### src/rtl/tile_spawner.sv
// -----------------------------------------------------------------------------
// tile_spawner
//   Places one new tile (2 or 4) into a pseudo-randomly chosen empty cell of a
//   4x4 2048 board. A free-running 16-bit Fibonacci LFSR supplies the start
//   cell and the tile value. Starting from that cell the board snapshot is
//   scanned one cell per clock, wrapping 15 -> 0, until an empty cell is found
//   or all 16 cells have been visited.
//
// Ports
//   clk        system clock
//   rst        synchronous, active-high reset
//   start      request one spawn (sampled only while idle)
//   board_in   board after move/merge, 12-bit cells, 0 = empty
//   board_out  board with the new tile inserted (held until next done/reset)
//   done       one-cycle pulse; board_out/spawn_row/spawn_col/no_space valid
//   busy       high while scanning
//   no_space   with done: board had no empty cell, nothing placed
//   spawn_row  row of the placed tile
//   spawn_col  column of the placed tile
//
// SEED must be nonzero: an all-zero Fibonacci LFSR never leaves zero.
// -----------------------------------------------------------------------------
module tile_spawner #(
  parameter logic [15:0] SEED        = 16'hACE1,
  parameter int          FOUR_THRESH = 1
) (
  input  logic                    clk,
  input  logic                    rst,
  input  logic                    start,
  input  logic [0:3][0:3][11:0]   board_in,
  output logic [0:3][0:3][11:0]   board_out,
  output logic                    done,
  output logic                    busy,
  output logic                    no_space,
  output logic [1:0]              spawn_row,
  output logic [1:0]              spawn_col
);

  typedef enum logic {IDLE, SCAN} state_t;

  // Five bits so a threshold of 16 (always a 4) is representable.
  localparam logic [4:0] THRESH_W = 5'(FOUR_THRESH);

  state_t                  state_q;
  logic [15:0]             lfsr_q;
  logic [15:0]             lfsr_d;
  logic [0:3][0:3][11:0]   snap_q;
  logic [0:3][0:3][11:0]   board_q;
  logic [0:3][0:3][11:0]   board_ins_d;
  logic [3:0]              idx_q;
  logic [3:0]              scanned_q;
  logic [11:0]             val_q;
  logic                    done_q;
  logic                    busy_q;
  logic                    no_space_q;
  logic [1:0]              row_q;
  logic [1:0]              col_q;
  logic                    cell_empty;

  function automatic logic [15:0] lfsr_step(input logic [15:0] s);
    return {s[14:0], s[15] ^ s[13] ^ s[12] ^ s[10]};
  endfunction

  function automatic logic [11:0] new_tile_val(input logic [3:0] r);
    return ({1'b0, r} < THRESH_W) ? 12'd4 : 12'd2;
  endfunction

  assign lfsr_d     = lfsr_step(lfsr_q);
  assign cell_empty = (snap_q[idx_q[3:2]][idx_q[1:0]] == 12'd0);

  // Snapshot with the candidate cell overwritten; every other cell passes
  // through untouched.
  always_comb begin
    board_ins_d = snap_q;
    board_ins_d[idx_q[3:2]][idx_q[1:0]] = val_q;
  end

  always_ff @(posedge clk) begin
    if (rst) begin
      state_q    <= IDLE;
      lfsr_q     <= SEED;
      board_q    <= '0;
      done_q     <= 1'b0;
      busy_q     <= 1'b0;
      no_space_q <= 1'b0;
      row_q      <= 2'd0;
      col_q      <= 2'd0;
      idx_q      <= 4'd0;
      scanned_q  <= 4'd0;
    end else begin
      lfsr_q <= lfsr_d;
      done_q <= 1'b0;
      case (state_q)
        IDLE: begin
          if (start) begin
            // The LFSR value visible at this edge (pre-advance) seeds the spawn.
            snap_q    <= board_in;
            idx_q     <= lfsr_q[7:4];
            val_q     <= new_tile_val(lfsr_q[3:0]);
            scanned_q <= 4'd0;
            busy_q    <= 1'b1;
            state_q   <= SCAN;
          end
        end
        SCAN: begin
          if (cell_empty) begin
            board_q    <= board_ins_d;
            row_q      <= idx_q[3:2];
            col_q      <= idx_q[1:0];
            no_space_q <= 1'b0;
            done_q     <= 1'b1;
            busy_q     <= 1'b0;
            state_q    <= IDLE;
          end else if (scanned_q == 4'd15) begin
            // Full board: return it unchanged, keep last spawn position.
            board_q    <= snap_q;
            no_space_q <= 1'b1;
            done_q     <= 1'b1;
            busy_q     <= 1'b0;
            state_q    <= IDLE;
          end else begin
            idx_q     <= idx_q + 4'd1;
            scanned_q <= scanned_q + 4'd1;
          end
        end
        default: state_q <= IDLE;
      endcase
    end
  end

  assign board_out = board_q;
  assign done      = done_q;
  assign busy      = busy_q;
  assign no_space  = no_space_q;
  assign spawn_row = row_q;
  assign spawn_col = col_q;

endmodule

### config.mk
export PLATFORM = sky130hd
export DESIGN_NAME = tile_spawner
export DESIGN_NICKNAME = d
export VERILOG_FILES = /design/src/rtl/tile_spawner.sv
export SDC_FILE = /design/constraint.sdc
export NUM_CORES = 1
export LEC_CHECK = 0
export BUFFER_PORTS_ARGS = -buffer_cell sky130_fd_sc_hd__buf_4
export CAP_MARGIN = 20
export CORE_AREA = 4 4 172 174
export CTS_BUF_LIST = sky130_fd_sc_hd__clkbuf_8
export DETAILED_ROUTE_END_ITERATION = 6
export DIE_AREA = 0 0 176 178
export GPL_TIMING_DRIVEN = 1
export PLACE_DENSITY = 0.93
export SETUP_SLACK_MARGIN = 0.2
export SLEW_MARGIN = 20
export SYNTH_ARGS = -nofsm -noshare
export SYNTH_HDL_FRONTEND = slang
export SYNTH_SLANG_ARGS = --single-unit
### constraint.sdc
create_clock -name clk -period 12.7 [get_ports clk]
set_input_delay 1.27 -clock clk [delete_from_list [all_inputs] [get_ports clk]]
set_output_delay 1.27 -clock clk [all_outputs]
set_load 0.1 [all_outputs]
==> key figures <==
Final layout
  – Share of cells above drive strength 1: 37.1%
  – Final core utilization: 70.1%
  – Final nets: 1651
  – Layout area overhead: 29.7%
  – Antenna cells: 0

Synthesis
  – Mapped Nets: 1272
  – Average instance area after synthesis: 14.0 um^2
  – Mapped Cells: 1072
  – Sequential fraction of the synthesis area: 68.7%
  – Flops & latches, synth: 418
  – Share of the synthesized area in the top cell type: 38.8%
  – Dominant cell type by area after synthesis: edfxtp_1
  – Count of distinct cell types in the synthesized netlist: 55
  – Synth area leaders: edfxtp_1 39%, dfxtp_1 30%, a32o_1 11%, a31o_2 1.9%, nand3_4 1.9%
  – Most frequent cell after synthesis: dfxtp_1
  – Primary FF master, synth: dfxtp_1
  – Commonest cells in the synthesized netlist: 224 x dfxtp_1, 194 x edfxtp_1, 160 x a32o_1, 58 x clkbuf_1, 42 x inv_1
  – Post-synth EDFFs: 194
  – Netlist area before placement: 15000 um^2
  – Synth async-reset ratio: 0%
  – Number of synthesis warnings: 0

Route
  – DR vias: 11900
  – Final ANT Viol Nets: 0
  – Drt pass-1 iters: 6
  – 1st-iter DRT viols: 1323
  – DRC: 0
  – Wirelength, routed: 48400 um
  – Vias per cell: 6.30
  – DR WL/cell: 25.7 um

Timing
  – FMAX: 201 MHz
  – Setup Skew: 0.0211 ns
  – Tcrit/Tclk final: 39.2%
  – Final Hold Vio Count: 0
  – Sum Neg Setup Slack: 0 ns
  – Post-layout min period: 4.97 ns
  – # setup viols final: 0
  – Worst Slack Setup Final: 7.73 ns
  – Slew margin rel.: 21.5%
  – Max Slew Vio Count: 0
  – Hold_ws: 0.407 ns
  – RSZ-0062 raised after global routing: no
  – Worst Max-Slew Pin Slew: 1.18 ns

Clock tree
  – Post-cts sizing count: 0
  – TritonCTS Buffers: 67
  – Maximum level of the CTS H-tree: 3
  – Setup bufs post-CTS: 0
  – Clk pin slew, worst setup/hold paths: 0.06 ns
  – CTS sink count: 418
  – Hold Buf Count CTS: 0
  – CTS root buf: clkbuf_8
  – TritonCTS clock tree: done
  – Clk buf depth: 3
  – Worst skew pair latency: 0.58 ns

Global routing
  – Total gr overflow: 0
  – GRT Util Overall: 29.3%
  – First-pass GRT wire length: 70100 um
  – Initial antenna violation count: 0
  – Largest net degree at the start of global routing: 185
  – Vias in the first global route: 11800

Power
  – Register share of total power: 53.0%
  – Total power: 0.00279 W
  – Internal power: 0.00213 W
  – P_leak: 7.34 nW
  – Clock Power Share: 40.9%
  – Pwr/cell area: 143 nW/um^2
  – Sw Pwr: 0.000666 W
  – Worst vdd ir: 0.108 mV
  – Switching Share: 23.8%
  – Part of the power in combinational logic: 6.1%

Worst setup path
  – Crit. End Element: flip-flop
  – CP Launch Type: flip-flop
  – CP arrival: 5.48 ns
  – CP max stage delay: 0.90 ns
  – Setup CP Type: flip-flop to flip-flop
  – CP Launch Point: idx_q[3]
  – Worst path cell trace: nand2_1, o22ai_1, nor4_1, a41o_1, nand4_1, buf_4, and3_4, buf_4, a32o_1
  – Worst R2R Start: idx_q[3]
  – Biggest fanout along the worst timing path: 85
  – Most used cell, CP: buf_4
  – Crit-path slowest cell: dfxtp_1
  – R2R cell count: 9
  – Worst endpoint required time: 13.21 ns

Min path
  – Hold Crit Class: flip-flop to flip-flop
  – Worst hold start: lfsr_q[9]
  – Hold depth: 1

Place
  – GPL Wtd Cong: 0.946
  – Port bufs: 393
  – Final HPWL DP: 33200 um
  – DP Worst Slack: 7.96 ns

Floorplan
  – Core area: 27800 um^2
  – Die area: 31300 um^2
  – Chip height: 178 um
  – Die X: 176 um
  – Top Ports: 394
  – Row count: 61
  – Starting Density: 54.0%

Status
  – Status: finished clean

Job
  – Number of max-cap violations: 0
[worst paths after layout]
check	slack, ns	endpoint
worst max-delay path	7.73	board_out[113]
worst min register to register	0.41	lfsr_q[10]
worst min-delay path	0.41	lfsr_q[10]
worst max register to register	7.73	board_out[113]
[flip-flops by register name, summed over array words and instances (netlist names)]
name	flops
busy	1
lfsr_q	16
no_space	1
val_q	2
done	1
snap_q	192
idx_q	4
scanned_q	4
board_out	192
spawn_col	2
spawn_row	2
state_q	1
[per-layer routing]
metal,GRT usage (%),wire (um),vias up
met1,35.7,17600,5699
met4,15.4,2740,0
li1,-,-,5115
met2,48.8,23500,864
met5,0,0,-
met3,7.27,4560,180
[placed cells by master, fill, tap and decap left out, types with 3 or more instances in the layout]
master and count:
nor3_1 7, nand3_1 11, or4_1 8, nor4_1 34, a32o_1 160, nor4b_1 3
nor2b_1 10, clkinvlp_4 5, inv_1 69, o22ai_1 8, edfxtp_1 194, nor2_1 18
o21ai_0 28, or2_2 8, a31oi_1 36, clkinv_1 8, o221ai_1 4, a21boi_0 3
clkinv_2 8, a211oi_1 5, a21oi_1 13, a31o_2 33, dfxtp_1 224, buf_4 400
ha_1 5, clkbuf_8 69, nand4_1 34, bufinv_16 5, nand3_4 16, o31ai_1 16
nand2_1 21
[cells by family after synthesis]
logic type | share of synthesized area [%]
mux | 0.208
xor+xnor | 0.175
buf+inv | 4.01
flops | 68.7
fa+ha+maj | 0.417
simple gates | 8.15
compound gates | 18.3
[layout make-up]
type	instances	area (um^2)
timing repair buffer	402	3050
sequential	418	10300
clock inverter	54	373
multi-input combinational	519	4150
clock buffer	69	950
inverter	43	161
tap	378	473
fill	1784	8310
[per-stage QoR]
| step | instance area, um^2 | cells |
|---|---|---|
| 2_1_floorplan | 15000 | 1072 |
| 3_5_place_dp | 18100 | 1759 |
| 3_3_place_gp | 18100 | 1759 |
| 4_1_cts | 19400 | 1882 |
| 5_1_grt | 19500 | 1883 |
| 6_report | 19500 | 1883 |
[power by group through the flow]
| stage | Combinational, W | Clock [W] | Sequential, W |
|---|---|---|---|
| global route | 0.000180 | 0.00122 | 0.00148 |
| global placement | 0.000163 | 0 | 0.00150 |
| CTS | 0.000168 | 0.00115 | 0.00148 |
| detailed placement | 0.000167 | 0 | 0.00151 |
| finish | 0.000171 | 0.00114 | 0.00148 |
| floorplan | 0.0000798 | 0 | 0.00151 |
[worst max-delay path, delay by kind of cell, from the launching register on]
family                 cells  cell delay, ns
buffers and inverters      2            1.21
AOI/OAI and AO/OA          3            0.94
DFF                        1            0.90
and+or+nand+nor            4            1.74
Note: power is estimated with default switching activity, not from simulation.
